**src/rtl/player_jump_ctrl_if.sv**
```systemverilog
// ----------------------------------------------------------------------------
// player_jump_ctrl_if
//   Bundles the player controller's control inputs (physics tick and the three
//   buttons) with its registered position and status outputs.
//
//   master : the game side; drives tick/buttons, reads position and status
//   slave  : the controller; reads tick/buttons, drives position and status
//
//   Signals
//     tick        physics strobe, 1-cycle pulse
//     btn_jump    jump button level, already synchronised
//     btn_left    walk-left level
//     btn_right   walk-right level
//     x_player    player x (COORD_W bits)
//     y_player    player y (COORD_W bits), y grows downward
//     state_o     0=GROUND 1=RISE 2=FALL
//     airborne    state_o != GROUND
//     land_pulse  1-cycle pulse following the tick that lands
// ----------------------------------------------------------------------------
interface player_jump_ctrl_if #(
  parameter int COORD_W = 16
);
  logic               tick;
  logic               btn_jump;
  logic               btn_left;
  logic               btn_right;
  logic [COORD_W-1:0] x_player;
  logic [COORD_W-1:0] y_player;
  logic [1:0]         state_o;
  logic               airborne;
  logic               land_pulse;

  modport master (
    output tick, btn_jump, btn_left, btn_right,
    input  x_player, y_player, state_o, airborne, land_pulse
  );

  modport slave (
    input  tick, btn_jump, btn_left, btn_right,
    output x_player, y_player, state_o, airborne, land_pulse
  );
endinterface

```
**src/rtl/player_jump_ctrl.sv**
```systemverilog
// ----------------------------------------------------------------------------
// player_jump_ctrl
//   Player motion controller for the VGA game. Vertical motion is a gravity
//   driven jump (unsigned velocity magnitude integrated once per tick),
//   horizontal motion is a fixed-step walk clamped to [X_MIN, X_MAX]. Jump
//   button rising edges are captured every clock and serviced by the next
//   physics tick. Screen coordinates: y grows downward, GROUND_Y is the floor,
//   CEIL_Y the highest reachable y.
//
//   Ports
//     clk    in   system clock
//     reset  in   synchronous, active-high reset
//     bus    player_jump_ctrl_if.slave
//              tick, btn_jump, btn_left, btn_right  (in)
//              x_player, y_player, state_o, airborne, land_pulse  (out)
//
//   Build option
//     PLAYER_DOUBLE_JUMP_EN  when defined, one extra jump is allowed per
//                            airtime; otherwise airborne jump requests are
//                            dropped at the tick that sees them.
// ----------------------------------------------------------------------------
module player_jump_ctrl #(
  parameter int COORD_W  = 16,
  parameter int VEL_W    = 8,
  parameter int X_INIT   = 300,
  parameter int X_MIN    = 0,
  parameter int X_MAX    = 620,
  parameter int X_STEP   = 2,
  parameter int GROUND_Y = 400,
  parameter int CEIL_Y   = 50,
  parameter int JUMP_V   = 8,
  parameter int GRAVITY  = 1,
  parameter int V_MAX    = 12
) (
  input  logic               clk,
  input  logic               reset,
  player_jump_ctrl_if.slave  bus
);

  // Position arithmetic is done one bit wider than the coordinate so sums and
  // differences can be compared before they are truncated back.
  localparam int EW = COORD_W + 1;

  typedef logic [COORD_W-1:0] coord_t;
  typedef logic [EW-1:0]      ext_t;
  typedef logic [VEL_W-1:0]   vel_t;
  typedef logic [VEL_W:0]     vel1_t;

  typedef enum logic [1:0] {
    ST_GROUND = 2'd0,
    ST_RISE   = 2'd1,
    ST_FALL   = 2'd2
  } state_t;

  localparam ext_t  X_MIN_E    = ext_t'(X_MIN);
  localparam ext_t  X_MAX_E    = ext_t'(X_MAX);
  localparam ext_t  X_STEP_E   = ext_t'(X_STEP);
  localparam ext_t  GROUND_E   = ext_t'(GROUND_Y);
  localparam ext_t  CEIL_E     = ext_t'(CEIL_Y);
  localparam vel_t  JUMP_VV    = vel_t'(JUMP_V);
  localparam vel_t  GRAVITY_V  = vel_t'(GRAVITY);
  localparam vel1_t GRAVITY_V1 = vel1_t'(GRAVITY);
  localparam vel1_t V_MAX_V1   = vel1_t'(V_MAX);

  // --------------------------------------------------------------------------
  // State and datapath registers
  // --------------------------------------------------------------------------
  state_t state_reg, state_next;
  coord_t x_reg, x_next;
  coord_t y_reg, y_next;
  vel_t   vy_reg, vy_next;
  logic   land_reg, land_next;
  logic   jump_req_reg, jump_req_next;
  logic   btn_q_reg;
`ifdef PLAYER_DOUBLE_JUMP_EN
  logic   dj_used_reg, dj_used_next;
`endif

  // --------------------------------------------------------------------------
  // Jump request capture
  // A rising edge arms jump_req; pend also includes the edge of this very
  // cycle so an edge coinciding with a tick is serviced by that tick.
  // --------------------------------------------------------------------------
  logic jump_edge;
  logic pend;

  assign jump_edge = bus.btn_jump & ~btn_q_reg;
  assign pend      = jump_req_reg | jump_edge;

  // --------------------------------------------------------------------------
  // Candidate results for the horizontal walk and the two airborne phases
  // --------------------------------------------------------------------------
  coord_t x_walk;
  ext_t   x_ext;
  ext_t   y_ext;
  ext_t   vy_ext;
  logic   ceil_hit;
  coord_t y_up;
  vel1_t  v_sum;
  vel_t   v_fall;
  ext_t   y_down_ext;
  logic   ground_hit;

  always_comb begin
    x_ext  = ext_t'(x_reg);
    y_ext  = ext_t'(y_reg);
    vy_ext = ext_t'(vy_reg);

    // Walk: opposing buttons cancel; clamps are checked in the wide domain
    // so a step past either edge can never wrap.
    x_walk = x_reg;
    if (bus.btn_left && !bus.btn_right) begin
      if (x_ext < X_MIN_E + X_STEP_E) begin
        x_walk = coord_t'(X_MIN_E);
      end else begin
        x_walk = coord_t'(x_ext - X_STEP_E);
      end
    end else if (bus.btn_right && !bus.btn_left) begin
      if (x_ext + X_STEP_E > X_MAX_E) begin
        x_walk = coord_t'(X_MAX_E);
      end else begin
        x_walk = coord_t'(x_ext + X_STEP_E);
      end
    end

    // Rise: y - vy <= CEIL_Y is rewritten as y <= CEIL_Y + vy, which cannot
    // underflow even when vy exceeds y.
    ceil_hit = (y_ext <= CEIL_E + vy_ext);
    y_up     = coord_t'(y_ext - vy_ext);

    // Fall: accelerate, saturate at terminal speed, then test for the floor.
    v_sum      = vel1_t'(vy_reg) + GRAVITY_V1;
    v_fall     = (v_sum > V_MAX_V1) ? vel_t'(V_MAX_V1) : vel_t'(v_sum);
    y_down_ext = y_ext + ext_t'(v_fall);
    ground_hit = (y_down_ext >= GROUND_E);
  end

  // --------------------------------------------------------------------------
  // Next-state and datapath update
  // Nothing moves between ticks; a tick always consumes the pending request.
  // --------------------------------------------------------------------------
  always_comb begin
    state_next    = state_reg;
    x_next        = x_reg;
    y_next        = y_reg;
    vy_next       = vy_reg;
    land_next     = 1'b0;
    jump_req_next = pend;
`ifdef PLAYER_DOUBLE_JUMP_EN
    dj_used_next  = dj_used_reg;
`endif

    if (bus.tick) begin
      jump_req_next = 1'b0;
      x_next        = x_walk;

      unique case (state_reg)
        ST_GROUND: begin
          if (pend) begin
            // Launch: velocity is loaded now, y starts moving next tick.
            state_next = ST_RISE;
            vy_next    = JUMP_VV;
          end else begin
            y_next  = coord_t'(GROUND_E);
            vy_next = '0;
          end
        end

        ST_RISE: begin
          if (ceil_hit) begin
            y_next     = coord_t'(CEIL_E);
            vy_next    = '0;
            state_next = ST_FALL;
          end else begin
            y_next = y_up;
            if (vy_reg <= GRAVITY_V) begin
              vy_next    = '0;
              state_next = ST_FALL;
            end else begin
              vy_next = vy_reg - GRAVITY_V;
            end
          end
        end

        ST_FALL: begin
          if (ground_hit) begin
            y_next     = coord_t'(GROUND_E);
            vy_next    = '0;
            state_next = ST_GROUND;
            land_next  = 1'b1;
          end else begin
            y_next  = coord_t'(y_down_ext);
            vy_next = v_fall;
          end
        end

        default: begin
          // Unused encoding: put the player back on the floor.
          state_next = ST_GROUND;
          y_next     = coord_t'(GROUND_E);
          vy_next    = '0;
        end
      endcase

`ifdef PLAYER_DOUBLE_JUMP_EN
      // A second launch in mid-air overrides the normal airborne step; the
      // walk still applies on the same tick.
      if (pend && !dj_used_reg &&
          (state_reg == ST_RISE || state_reg == ST_FALL)) begin
        state_next   = ST_RISE;
        vy_next      = JUMP_VV;
        y_next       = y_reg;
        land_next    = 1'b0;
        dj_used_next = 1'b1;
      end
      if (land_next) begin
        dj_used_next = 1'b0;
      end
`endif
    end
  end

  // --------------------------------------------------------------------------
  // Registers
  // --------------------------------------------------------------------------
  always_ff @(posedge clk) begin
    if (reset) begin
      state_reg    <= ST_GROUND;
      x_reg        <= coord_t'(X_INIT);
      y_reg        <= coord_t'(GROUND_E);
      vy_reg       <= '0;
      land_reg     <= 1'b0;
      jump_req_reg <= 1'b0;
      btn_q_reg    <= 1'b0;
    end else begin
      state_reg    <= state_next;
      x_reg        <= x_next;
      y_reg        <= y_next;
      vy_reg       <= vy_next;
      land_reg     <= land_next;
      jump_req_reg <= jump_req_next;
      btn_q_reg    <= bus.btn_jump;
    end
  end

`ifdef PLAYER_DOUBLE_JUMP_EN
  always_ff @(posedge clk) begin
    if (reset) begin
      dj_used_reg <= 1'b0;
    end else begin
      dj_used_reg <= dj_used_next;
    end
  end
`endif

  // --------------------------------------------------------------------------
  // Outputs
  // --------------------------------------------------------------------------
  assign bus.x_player   = x_reg;
  assign bus.y_player   = y_reg;
  assign bus.state_o    = state_reg;
  assign bus.airborne   = (state_reg != ST_GROUND);
  assign bus.land_pulse = land_reg;

endmodule

```
**src/flat_wrapper.sv**
```systemverilog
// flat-port wrapper written by rule: the top's interface ports become plain ports
module player_jump_ctrl_flat 
#(
  parameter int COORD_W  = 16,
  parameter int VEL_W    = 8,
  parameter int X_INIT   = 300,
  parameter int X_MIN    = 0,
  parameter int X_MAX    = 620,
  parameter int X_STEP   = 2,
  parameter int GROUND_Y = 400,
  parameter int CEIL_Y   = 50,
  parameter int JUMP_V   = 8,
  parameter int GRAVITY  = 1,
  parameter int V_MAX    = 12
)
  (clk, reset, bus_tick, bus_btn_jump, bus_btn_left, bus_btn_right, bus_x_player, bus_y_player, bus_state_o, bus_airborne, bus_land_pulse);
  player_jump_ctrl_if #(.COORD_W(COORD_W)) bus_i ();
  input  logic clk;
  input  logic reset;
  input wire logic [$bits(bus_i.tick)-1:0] bus_tick;
  input wire logic [$bits(bus_i.btn_jump)-1:0] bus_btn_jump;
  input wire logic [$bits(bus_i.btn_left)-1:0] bus_btn_left;
  input wire logic [$bits(bus_i.btn_right)-1:0] bus_btn_right;
  output wire logic [$bits(bus_i.x_player)-1:0] bus_x_player;
  output wire logic [$bits(bus_i.y_player)-1:0] bus_y_player;
  output wire logic [$bits(bus_i.state_o)-1:0] bus_state_o;
  output wire logic [$bits(bus_i.airborne)-1:0] bus_airborne;
  output wire logic [$bits(bus_i.land_pulse)-1:0] bus_land_pulse;
  assign bus_i.tick = bus_tick;
  assign bus_i.btn_jump = bus_btn_jump;
  assign bus_i.btn_left = bus_btn_left;
  assign bus_i.btn_right = bus_btn_right;
  assign bus_x_player = bus_i.x_player;
  assign bus_y_player = bus_i.y_player;
  assign bus_state_o = bus_i.state_o;
  assign bus_airborne = bus_i.airborne;
  assign bus_land_pulse = bus_i.land_pulse;
  player_jump_ctrl #(.COORD_W(COORD_W), .VEL_W(VEL_W), .X_INIT(X_INIT), .X_MIN(X_MIN), .X_MAX(X_MAX), .X_STEP(X_STEP), .GROUND_Y(GROUND_Y), .CEIL_Y(CEIL_Y), .JUMP_V(JUMP_V), .GRAVITY(GRAVITY), .V_MAX(V_MAX)) u_core (.clk(clk), .reset(reset), .bus(bus_i));
endmodule
```
**config.mk**
```make
export PLATFORM = sky130hd
export DESIGN_NAME = player_jump_ctrl_flat
export DESIGN_NICKNAME = d
export VERILOG_FILES = /design/src/rtl/player_jump_ctrl_if.sv /design/src/rtl/player_jump_ctrl.sv /design/src/flat_wrapper.sv
export SDC_FILE = /design/constraint.sdc
export NUM_CORES = 1
export LEC_CHECK = 0
export BUFFER_PORTS_ARGS = -buffer_cell sky130_fd_sc_hd__buf_4
export CAP_MARGIN = 20
export CORE_MARGIN = 10
export CORE_UTILIZATION = 35
export CTS_BUF_LIST = sky130_fd_sc_hd__clkbuf_16
export CTS_CLUSTER_DIAMETER = 40
export DETAILED_ROUTE_END_ITERATION = 6
export SYNTH_ARGS = -nofsm -noshare
export SYNTH_HDL_FRONTEND = slang
export SYNTH_SLANG_ARGS = --single-unit
```
**constraint.sdc**
```tcl
create_clock -name clk -period 12 [get_ports clk]
set_input_delay 0.6 -clock clk [delete_from_list [all_inputs] [get_ports clk]]
set_output_delay 0.6 -clock clk [all_outputs]
set_load 0.01 [all_outputs]
```
==> results of run 1 <==
## stage by stage
step | utilization, % | total power [uW]
final | 39.65 | 432.0
after global routing | 39.65 | 455.4
after CTS | 39.65 | 434.3
after detailed placement | 38.31 | 275.2
after global placement | 38.31 | 273.6
after floorplan | - | 244.3
## per-layer routing
layer / part of all wire (%) / global-route usage (%) / vias up
li1: - / - / 2169
met1: 46 / 19.59 / 2089
met2: 46 / 23.69 / 107
met3: 5.7 / 2.668 / 15
met4: 1.4 / 3.240 / 0
met5: 0 / 0 / -
## worst max-delay path, delay by kind of cell, from the launching register on
family	cells	cell delay, ns
simple gates	8	3.18
compound gates	6	1.29
fa+ha+maj	2	0.68
flops	1	0.52
## power groups by stage
stage	logic (uW)	clock network, uW	registers [uW]
floorplan	85.2	0	159
global placement	110	0	164
detailed placement	111	0	164
CTS	112	162	161
global route	125	168	162
finish	113	158	161
## final cells by class
cell class	count	area, um^2	share of cell area [%]
clock buffers	5	125.1	2.521
inverters	38	142.6	2.874
multi-input cells	478	3257	65.62
flip-flops and latches	44	880.8	17.75
well taps	172	215.2	4.336
clock inverters	3	42.54	0.8571
repair buffers	40	300.3	6.050
## synth_stat cells, types with 8 or more instances
cell type,number
and3_1,11
clkbuf_1,21
nor3_1,21
inv_1,38
dfxtp_1,44
nand3_1,15
ha_1,39
nor2_1,47
or3_1,8
a21oi_1,37
o21ai_0,37
nand2_1,61
nand2b_1,14
o211ai_1,8
xnor2_1,20
## placed cells by master (no fill, tap or decap), types with 4 or more instances in the layout
master	instances
nand2_1	61
nor2_1	47
dfxtp_1	44
buf_4	40
ha_1	39
inv_1	38
a21oi_1	37
o21ai_0	37
nor3_1	21
xnor2_1	20
nand3_1	15
nand2b_1	14
and3_1	11
o211ai_1	8
or3_1	8
xor2_1	7
o21a_1	7
a31oi_1	7
a311oi_1	7
a21boi_0	6
nor4_1	6
and2_1	6
a21o_1	6
nor2b_1	6
nand4_1	5
a22oi_1	5
a211oi_1	5
conb_1	5
clkbuf_16	5
a211o_1	4
o22ai_1	4
mux2i_1	4
o31ai_1	4
## worst max path at each step
stage	end
after floorplan	u_core.bus.y_player[1]
after global placement	u_core.bus.y_player[5]
after detailed placement	u_core.bus.y_player[5]
after CTS	u_core.bus.y_player[5]
after global routing	u_core.bus.y_player[5]
final	u_core.bus.y_player[5]
## cell families after synthesis
family,Yosys count
mux,8
buf+inv,71
compound gates,173
simple gates,224
xor+xnor,27
fa+ha+maj,41
flops,44
other cells,1
==> metrics.cfg, run 1 <==
[logic_synthesis]
netlist_instances = 589
synth-seq-area-share_pct = 19.92
synth-main-ff-cell = dfxtp_1
synth_compound_area_share_pct = 27.65
synth_seq_cells = 44
synth_top_family_by_area = compound AO/OA/AOI/OAI gates
synth_simple_gate_area_share_pct = 26.51
synthAdderAreaFrac_pct = 11.71
synth.largest_area_cell = dfxtp_1
synth_warnings = 0
synth_area_leaders = dfxtp_1, ha_1, nand2_1
syn_area_um2 = 4422
syn_area_per_cell_um2 = 7.507
synth-edff-count = 0
muxShareOfSynthArea_pct = 2.009
synthXorXnorAreaFrac_pct = 5.348
synth-async-reset-ratio_pct = 0
synth_top_area_share_pct = 19.92
yosysUniqueCellTypes = 82

[worst_setup_path]
start_kind = flop
critical_path.max_stage_delay_ns = 0.81
rr_startpoint = u_core.vy_reg[2]
crit_slowest_cell = nor4b_4
r2r_slack_ns = 6.23
critPathKind = reg -> reg
cp.arrival_ns = 5.97
worstPathMaxFanout = 11
cp-end-kind = flop
r2r-end = u_core.bus.y_player[5]
critical_path.startpoint = u_core.vy_reg[2]
required_ns = 12.20
cp_cell_sequence = ha_1, a21boi_1, o211ai_4, nand2_1, nor4_1, or3b_2, ha_1, and4_1, a221oi_2, o21a_1, o311ai_0, nor4_1, nand4_2, nor4b_4, nand2b_1, a221oi_1
r2r_cells = 16

[power_and_ir_drop]
p_clk_share_pct = 36.6
vdd_drop_max_mv = 0.04756
pwr-share-comb_pct = 26.1
sw_frac_of_total_pct = 32.40
power.density_nw_per_um2 = 87.03
seqPwrFrac_pct = 37.3
internal_power_uw = 292.0
power_leakage_uw = 0.001911
p_sw_uw = 140.0

[timing]
holdWs_ns = 0.5214
timing.fmax_mhz = 173.3
period_share_pct = 48.08
setup_slack_ns = 6.230
final.min_clock_period_ns = 5.770
slew_violations = 0
fin_skew_ns = 0.007781
hold_violations = 0
relSlewSlack_pct = 31.21
final.setup.tns_ns = 0
rsz0062_at_grt = false
finalSetupViolCount = 0
tightest_slew_ns = 1.022

[route]
post_drt_wl_per_cell_um = 16.96
num_vias = 4380
postRouteAntennaNets = 0
drtIter0Drc = 382
via_per_inst = 5.615
post-route-drc-count = 0
drt_pass1_iterations = 5
wirelength_um = 13230

[die]
die_x_um = 132.4
core_area_um2 = 12520
rows = 41
die-area_um2 = 17530
start_util_pct = 35.33
pin_count = 42
die_h_um = 132.4

[final_layout]
final_nets = 653
drive_gt1_share_pct = 12.01
layout.cells.non_filler = 780
fillers = 1360
postLayoutCellArea_um2 = 4964
area_growth_pct = 12.25
n_antenna_cell = 0
largest_reg_flops = 16

[clock_network]
root_buffer = clkbuf_16
htree_levels = 2
cts-hold-fix-buffers = 0
cts_buffer_depth = 2
clkSlewWorstSetupHoldPaths_ns = 0.07
post_cts_buffers = 0
clk_latency_ns = 0.29
cts-resized-gates = 0
cts_sinks = 44
cts_tree = done
cts_made_buffers = 5

[hold_path]
hold_path.class = reg -> reg
hp-start = u_core.bus.y_player[0]
hold_path_depth = 2
hold_end = u_core.bus.y_player[0]

[placed_design]
place_ws_ns = 6.309
placed_cells = 772
portBuffers = 40
dpl_cell_area_um2 = 4796
dp_hpwl_um = 10340
gp_congestion = 0.9239

[grt]
grt_pass1_wl_um = 21650
grt_pass1_vias = 4093
grt_start_max_net_pins = 38
antenna_found_initial = 0
grt.total_usage_pct = 14.61
grt-ovfl-total = 0

[flow_run]
max_cap_viol_count = 0

[run_status]
status = finished, final reports clean

Power figures use the tool's default switching activity.
==> run 2: changes to the inputs <==
--- a/config.mk
+++ b/config.mk
@@ -5,6 +5,7 @@
 export SDC_FILE = /design/constraint.sdc
 export NUM_CORES = 1
 export LEC_CHECK = 0
+export ABC_AREA = 1
 export BUFFER_PORTS_ARGS = -buffer_cell sky130_fd_sc_hd__buf_4
 export CAP_MARGIN = 20
 export CORE_MARGIN = 10
==> constraint.sdc (replaced) <==
create_clock -name clk -period 5.77 [get_ports clk]
set_input_delay 0.2885 -clock clk [delete_from_list [all_inputs] [get_ports clk]]
set_output_delay 0.2885 -clock clk [all_outputs]
set_load 0.01 [all_outputs]
==> run 2 against run 1 <==
  * Clock power rose by 110%
  * Power rose by 130%
  * Combinational power grew to 2.7 times the previous value
  * Clock skew is 0.00076 ns lower
  * Critical path depth is 7 higher
  * Global-route usage is 0.29 points lower
  * Non-clock buffer count is 1 higher
  * First-iteration DRC count fell by 4.5%
  * Worst hold slack got worse by 0.30 ns
  * Sequential share of layout area barely moved
  * Sequential power increased by 110%
  * Sequential cell count did not move
  * Critical endpoint is now u_core.bus.state_o[0]
  * Largest cell class unchanged
  * Largest power group unchanged
==> metrics.cfg, run 2 <==
[run_status]
status = finished, final reports clean  ; unchanged

[route]
post_drt_wl_per_cell_um = 14.41  ; was 16.96 um
post-route-drc-count = 0  ; unchanged
via_per_inst = 5.226  ; was 5.615
num_vias = 4599  ; was 4,380
drtIter0Drc = 365  ; was 382
drt_pass1_iterations = 5  ; unchanged
wirelength_um = 12680  ; was 13,230 um
postRouteAntennaNets = 0  ; unchanged

[die]
die_x_um = 131.5  ; was 132.4 um
start_util_pct = 35.91  ; was 35.33%
core_area_um2 = 12110  ; was 12,520 um^2
die_h_um = 131.5  ; was 132.4 um
die-area_um2 = 17280  ; was 17,530 um^2
rows = 40  ; was 41
pin_count = 42  ; unchanged

[final_layout]
largest_reg_flops = 16  ; unchanged
layout.cells.non_filler = 880  ; was 780
fin_util_pct = 40.97  ; was 39.65%
fillers = 1304  ; was 1,360
final_nets = 757  ; was 653
mostFrequentLayoutCell = nand2_1  ; unchanged
area_growth_pct = 14.10  ; was 12.25%
layout_common_cells = nand2_1, inv_1, nor2_1  ; was nand2_1, nor2_1, dfxtp_1
drive_gt1_share_pct = 13.20  ; was 12.01%
n_antenna_cell = 0  ; unchanged

[clock_network]
root_buffer = clkbuf_16  ; unchanged
cts-resized-gates = 0  ; unchanged
cts_made_buffers = 5  ; unchanged
clk_latency_ns = 0.29  ; about the same
clkSlewWorstSetupHoldPaths_ns = 0.07  ; about the same
cts_sinks = 44  ; unchanged
cts_tree = done  ; unchanged
cts_buffer_depth = 2  ; unchanged
cts-hold-fix-buffers = 0  ; unchanged
post_cts_buffers = 0  ; unchanged
htree_levels = 2  ; unchanged

[grt]
grt_pass1_wl_um = 21320  ; was 21,650 um
grt.total_usage_pct = 14.33  ; was 14.61%
antenna_found_initial = 0  ; unchanged
grt_pass1_vias = 4294  ; was 4,093
grt_start_max_net_pins = 27  ; was 38
grt-ovfl-total = 0  ; unchanged

[logic_synthesis]
synth_common_cells = nand2_1, inv_1, nor2_1, a21oi_1, nand3_1  ; was nand2_1, nor2_1, dfxtp_1, ha_1, inv_1
synth-main-ff-cell = dfxtp_1  ; unchanged
synth-async-reset-ratio_pct = 0  ; unchanged
syn_area_um2 = 4349  ; was 4422 um^2
synth_area_leaders = dfxtp_1, nand2_1, ha_1  ; was dfxtp_1, ha_1, nand2_1
synth.largest_area_cell = dfxtp_1  ; unchanged
synth-seq-area-share_pct = 20.25  ; was 19.92%
synth-edff-count = 0  ; unchanged
syn_area_per_cell_um2 = 6.424  ; was 7.507 um^2
synth_seq_cells = 44  ; unchanged
yosysUniqueCellTypes = 52  ; was 82
yosysMostFrequentCell = nand2_1  ; unchanged
netlist_instances = 677  ; was 589
synth_warnings = 0  ; unchanged
synth_top_area_share_pct = 20.25  ; was 19.92%

[timing]
relSlewSlack_pct = 33.46  ; was 31.21%
finalSetupViolCount = 0  ; unchanged
fin_skew_ns = 0.007017  ; was 0.007781 ns
holdWs_ns = 0.2198  ; was 0.5214 ns
setup_slack_ns = 1.718  ; was 6.230 ns
final.min_clock_period_ns = 4.052  ; was 5.770 ns
slew_violations = 0  ; unchanged
tightest_slew_ns = 0.9944  ; was 1.022 ns
hold_violations = 0  ; unchanged
final.setup.tns_ns = 0  ; unchanged
timing.fmax_mhz = 246.8  ; was 173.3 MHz
rsz0062_at_grt = false  ; unchanged
period_share_pct = 70.23  ; was 48.08%

[power_and_ir_drop]
power_leakage_uw = 0.002341  ; was 0.001911 uW
power.density_nw_per_um2 = 197.9  ; was 87.03 nW/um^2
vdd_drop_max_mv = 0.1128  ; was 0.04756 mV

[worst_setup_path]
r2r_slack_ns = 1.72  ; was 6.23 ns
required_ns = 5.95  ; was 12.20 ns
cp-end-kind = flop  ; unchanged
cp.arrival_ns = 4.23  ; was 5.97 ns
critPathKind = reg -> reg  ; unchanged
start_kind = flop  ; unchanged
worstPathMaxFanout = 11  ; unchanged

[placed_design]
placed_cells = 872  ; was 772
portBuffers = 40  ; unchanged
gp_congestion = 0.9136  ; was 0.9239
place_ws_ns = 1.794  ; was 6.309 ns
dp_hpwl_um = 9985  ; was 10,340 um

[hold_path]
hold_path.class = in -> reg  ; was reg -> reg

[flow_run]
max_cap_viol_count = 0  ; unchanged

## run 2: changes by cell type after synthesis, sizes merged, moves of 8 or more
cell	before	now
o21ai	37	46
a21oi	40	54
nor2	48	69
clkbuf	22	10
nand3	16	52
inv	38	86
nand2	62	162
nand2b	15	0
xnor2	20	4
and3	11	0
nand4	6	18
or3	8	0
xor2	7	24
## run 2: kinds of logic after synthesis
group	count (synthesis)	synth area share (%)
adder cells (fa/ha/maj)	40	11.68
AO/OA/AOI/OAI	128	17.69
flip-flops	44	20.25
buffers and inverters	106	9.609
AND/OR/NAND/NOR	330	34.87
other	1	0.08622
XOR/XNOR	28	5.811
## run 2: cell type report
type	instances	area, um^2	share of cell area, %
clock buffer	5	125.1	2.521
clock inverter	3	42.54	0.8573
inverter	88	330.3	6.657
multi-input combinational	531	3065	61.78
sequential	44	880.8	17.75
tap	168	210.2	4.236
timing repair buffer	41	307.8	6.203
## run 2: metrics by stage
step                      total power, uW  cell area (um^2)
after floorplan                     568.5              4364
after global placement              647.2              4795
after detailed placement            651.0              4795
after CTS                           985.5              4962
after global routing                 1045              4962
final                               981.8              4962
## run 2: where the power goes
| part | internal, uW | switching [uW] | leakage [uW] | total (uW) |
|---|---|---|---|---|
| Combinational | 107 | 196 | 0.00190 | 303 |
| Clock | 204 | 129 | 0.0000814 | 333 |
| Sequential | 319 | 27.7 | 0.000358 | 346 |
## run 2: routing by layer
| layer | vias to the layer above | part of all wire (%) | track usage [%] |
|---|---|---|---|
| met5 | - | 0 | 0 |
| met4 | 0 | 1.3 | 3.894 |
| met2 | 141 | 44 | 22.09 |
| met1 | 2130 | 50 | 20.12 |
| met3 | 13 | 5.3 | 2.210 |
| li1 | 2315 | - | - |
## run 2: worst paths after layout
check	from	to	depth (start not counted)
worst min-delay path	bus_btn_jump	u_core.btn_q_reg	3
worst max-delay path	u_core.vy_reg[2]	u_core.bus.state_o[0]	23
worst min register to register	u_core.jump_req_reg	u_core.jump_req_reg	2
worst max register to register	u_core.vy_reg[2]	u_core.bus.state_o[0]	23
## run 2: critical path, cell delays in order, from the launching register on
cell	delay, ns
dfxtp_1	0.51
ha_1	0.32
nand2_1	0.13
nor2_4	0.15
nor2_1	0.07
nand3b_4	0.17
nor2_4	0.16
nand2_1	0.10
ha_1	0.36
a21oi_1	0.10
o21ai_0	0.34
a21boi_0	0.17
nand2_1	0.15
nand3_1	0.08
nand2_1	0.09
nand2_1	0.06
nor2_1	0.12
nand3_2	0.10
nor2_4	0.24
nand3_2	0.19
nand2_2	0.14
inv_2	0.04
nor2_1	0.10
nor2_1	0.06
==> run 3: changes to the inputs <==
==> constraint.sdc (replaced) <==
create_clock -name clk -period 3.8 [get_ports clk]
set_input_delay 0.19 -clock clk [delete_from_list [all_inputs] [get_ports clk]]
set_output_delay 0.19 -clock clk [all_outputs]
set_load 0.01 [all_outputs]
==> run 3 against run 2 <==
  * Critical path depth stayed put
  * Wire length is 1.6% higher
  * Count of clock-buffer cells in the layout stayed put
  * Register-to-register slack worse by 1.4 ns
  * Critical endpoint is now u_core.bus.y_player[4]
  * Largest cell class unchanged
  * Highest routed layer unchanged
==> metrics.cfg, run 3 (same netlist as run 2, synthesis figures left out) <==
[die]
start_util_pct = 35.91  ; unchanged
die_h_um = 131.5  ; unchanged
die_x_um = 131.5  ; unchanged
die-area_um2 = 17280  ; unchanged
pin_count = 42  ; unchanged
rows = 40  ; unchanged
core_area_um2 = 12110  ; unchanged

[clock_network]
cts_sinks = 44  ; unchanged
htree_levels = 2  ; unchanged
cts-hold-fix-buffers = 0  ; unchanged
cts_made_buffers = 5  ; unchanged
cts_tree = done  ; unchanged
root_buffer = clkbuf_16  ; unchanged
cts_buffer_depth = 2  ; unchanged
clk_latency_ns = 0.29  ; about the same
clkSlewWorstSetupHoldPaths_ns = 0.07  ; about the same

[worst_setup_path]
required_ns = 3.98  ; was 5.95 ns
critPathKind = reg -> reg  ; unchanged
critical_path.startpoint = u_core.vy_reg[3]  ; was u_core.vy_reg[2]
cp.arrival_ns = 3.65  ; was 4.23 ns
cp_cell_sequence = nand2_2, nor2_4, nor2_1, nand3b_4, nor2_4, nand2_1, ha_4, nand2_1, nor2_1, nand3_1, nand2_2, nand3_1, nand2_1, nand2_1, nor2_1, nand3_2, nor2_4, buf_4, nand2_2, o21ai_2, nand2_1, nand2_1, nand2_1  ; was ha_1, nand2_1, nor2_4, nor2_1, nand3b_4, nor2_4, nand2_1, ha_1, a21oi_1, o21ai_0, a21boi_0, nand2_1, nand3_1, nand2_1, nand2_1, nor2_1, nand3_2, nor2_4, nand3_2, nand2_2, inv_2, nor2_1, nor2_1
crit_slowest_cell = dfxtp_1  ; unchanged
start_kind = flop  ; unchanged
critical_path.max_stage_delay_ns = 0.54  ; was 0.51 ns
worstPathMaxFanout = 10  ; was 11
crit_family = simple AND/OR/NAND/NOR gates  ; unchanged
rr_startpoint = u_core.vy_reg[3]  ; was u_core.vy_reg[2]
cpMostUsedCell = nand2_1  ; unchanged
critPathBufInv = 1  ; unchanged
cp-end-kind = flop  ; unchanged

[power_and_ir_drop]
seqPwrFrac_pct = 35.9  ; was 35.3%
p_clk_share_pct = 30.2  ; was 33.9%
vdd_drop_max_mv = 0.1481  ; was 0.1128 mV
power_leakage_uw = 0.002372  ; was 0.002341 uW
power.density_nw_per_um2 = 285.1  ; was 197.9 nW/um^2
sw_frac_of_total_pct = 37.68  ; was 35.91%
p_sw_uw = 549.0  ; was 352.6 uW
internal_power_uw = 908.2  ; was 629.2 uW
pwr-share-comb_pct = 34.0  ; was 30.8%

[route]
drt_pass1_iterations = 5  ; unchanged
post-route-drc-count = 0  ; unchanged
num_vias = 4606  ; was 4,599
post_drt_wl_per_cell_um = 14.47  ; was 14.41 um
drtIter0Drc = 379  ; was 365
postRouteAntennaNets = 0  ; unchanged
via_per_inst = 5.169  ; was 5.226
wirelength_um = 12890  ; was 12,680 um

[timing]
hold_violations = 0  ; unchanged
timing.fmax_mhz = 288.4  ; was 246.8 MHz
period_share_pct = 91.24  ; was 70.23%
holdWs_ns = 0.1157  ; was 0.2198 ns
slew_violations = 0  ; unchanged
fin_skew_ns = 0.007932  ; was 0.007017 ns
final.min_clock_period_ns = 3.467  ; was 4.052 ns
tightest_slew_ns = 0.6721  ; was 0.9944 ns
final.setup.tns_ns = 0  ; unchanged
finalSetupViolCount = 0  ; unchanged
relSlewSlack_pct = 54.85  ; was 33.46%

[final_layout]
fillers = 1299  ; was 1,304
mostFrequentLayoutCell = nand2_1  ; unchanged
final_nets = 768  ; was 757
area_growth_pct = 17.52  ; was 14.10%
layout_common_cells = nand2_1, inv_1, nor2_1  ; unchanged
n_antenna_cell = 0  ; unchanged
layout.cells.non_filler = 891  ; was 880
largest_reg_flops = 16  ; unchanged
drive_gt1_share_pct = 16.18  ; was 13.20%

[placed_design]
placed_cells = 879  ; was 872
gp_congestion = 0.9138  ; was 0.9136
dp_hpwl_um = 10060  ; was 9985 um
portBuffers = 40  ; unchanged

[hold_path]
hp-start = bus_btn_jump  ; unchanged
hold_path.class = in -> reg  ; unchanged

[grt]
grt_pass1_vias = 4339  ; was 4,294
antenna_found_initial = 0  ; unchanged
grt.total_usage_pct = 14.38  ; was 14.33%
grt_pass1_wl_um = 21560  ; was 21,320 um
grt-ovfl-total = 0  ; unchanged
grt_start_max_net_pins = 27  ; unchanged

[flow_run]
max_cap_viol_count = 0  ; unchanged

[run_status]
status = finished, final reports clean  ; unchanged

run 3: cell types whose count changed in the layout (fill, tap and decap cells not counted), sizes merged:
cell	change
buf	+11
bufinv	-1
clkinv	-1
clkinvlp	+2
run 3: worst paths after layout:
kind                       endpoint  cells after the start  slack [ns]
max          u_core.bus.y_player[4]                     23        0.33
min reg2reg     u_core.jump_req_reg                      2        0.48
min                u_core.btn_q_reg                      3        0.12
max reg2reg  u_core.bus.y_player[4]                     23        0.33
run 3: layer usage:
metal	GRT usage, %	up-vias	wire [um]
met5	0	-	0
met4	5.068	0	272
met3	2.020	14	604
met2	22.65	143	5862
met1	19.51	2113	6151
li1	-	2336	-
run 3: final cells by class:
type / instances / area (um^2) / share of cell area, %
timing repair buffer: 52 / 394.1 / 7.711
clock inverter: 3 / 18.77 / 0.3672
inverter: 88 / 332.8 / 6.512
multi-input combinational: 531 / 3148 / 61.59
clock buffer: 5 / 125.1 / 2.448
sequential: 44 / 882.1 / 17.26
tap: 168 / 210.2 / 4.113
run 3: metrics by stage:
stage	setup WS, ns	utilization [%]	cell area (um^2)	total power [uW]
finish	0.3329	42.20	5111	1457
global placement	0.2280	40.02	4847	992.9
CTS	0.09302	41.21	4991	1441
floorplan	0.4899	-	4364	863.1
global route	-0.004997	42.20	5111	1552
detailed placement	0.07849	40.02	4847	996.6
run 3: repair_timing:
action,in CTS,in global routing
setup endpoints to repair,0,16
buffers inserted,0,4
gates resized for setup,0,19
run 3: power by group through the flow:
| stage | clock network (uW) | logic [uW] | registers, uW |
|---|---|---|---|
| floorplan | 0 | 337 | 526 |
| global placement | 0 | 462 | 531 |
| detailed placement | 0 | 465 | 532 |
| CTS | 452 | 468 | 521 |
| global route | 468 | 558 | 527 |
| finish | 439 | 495 | 523 |
run 3: worst min-delay path, stage by stage:
cell and delay (ns):
buf_4 0.08, inv_1 0.04, nor2_1 0.07
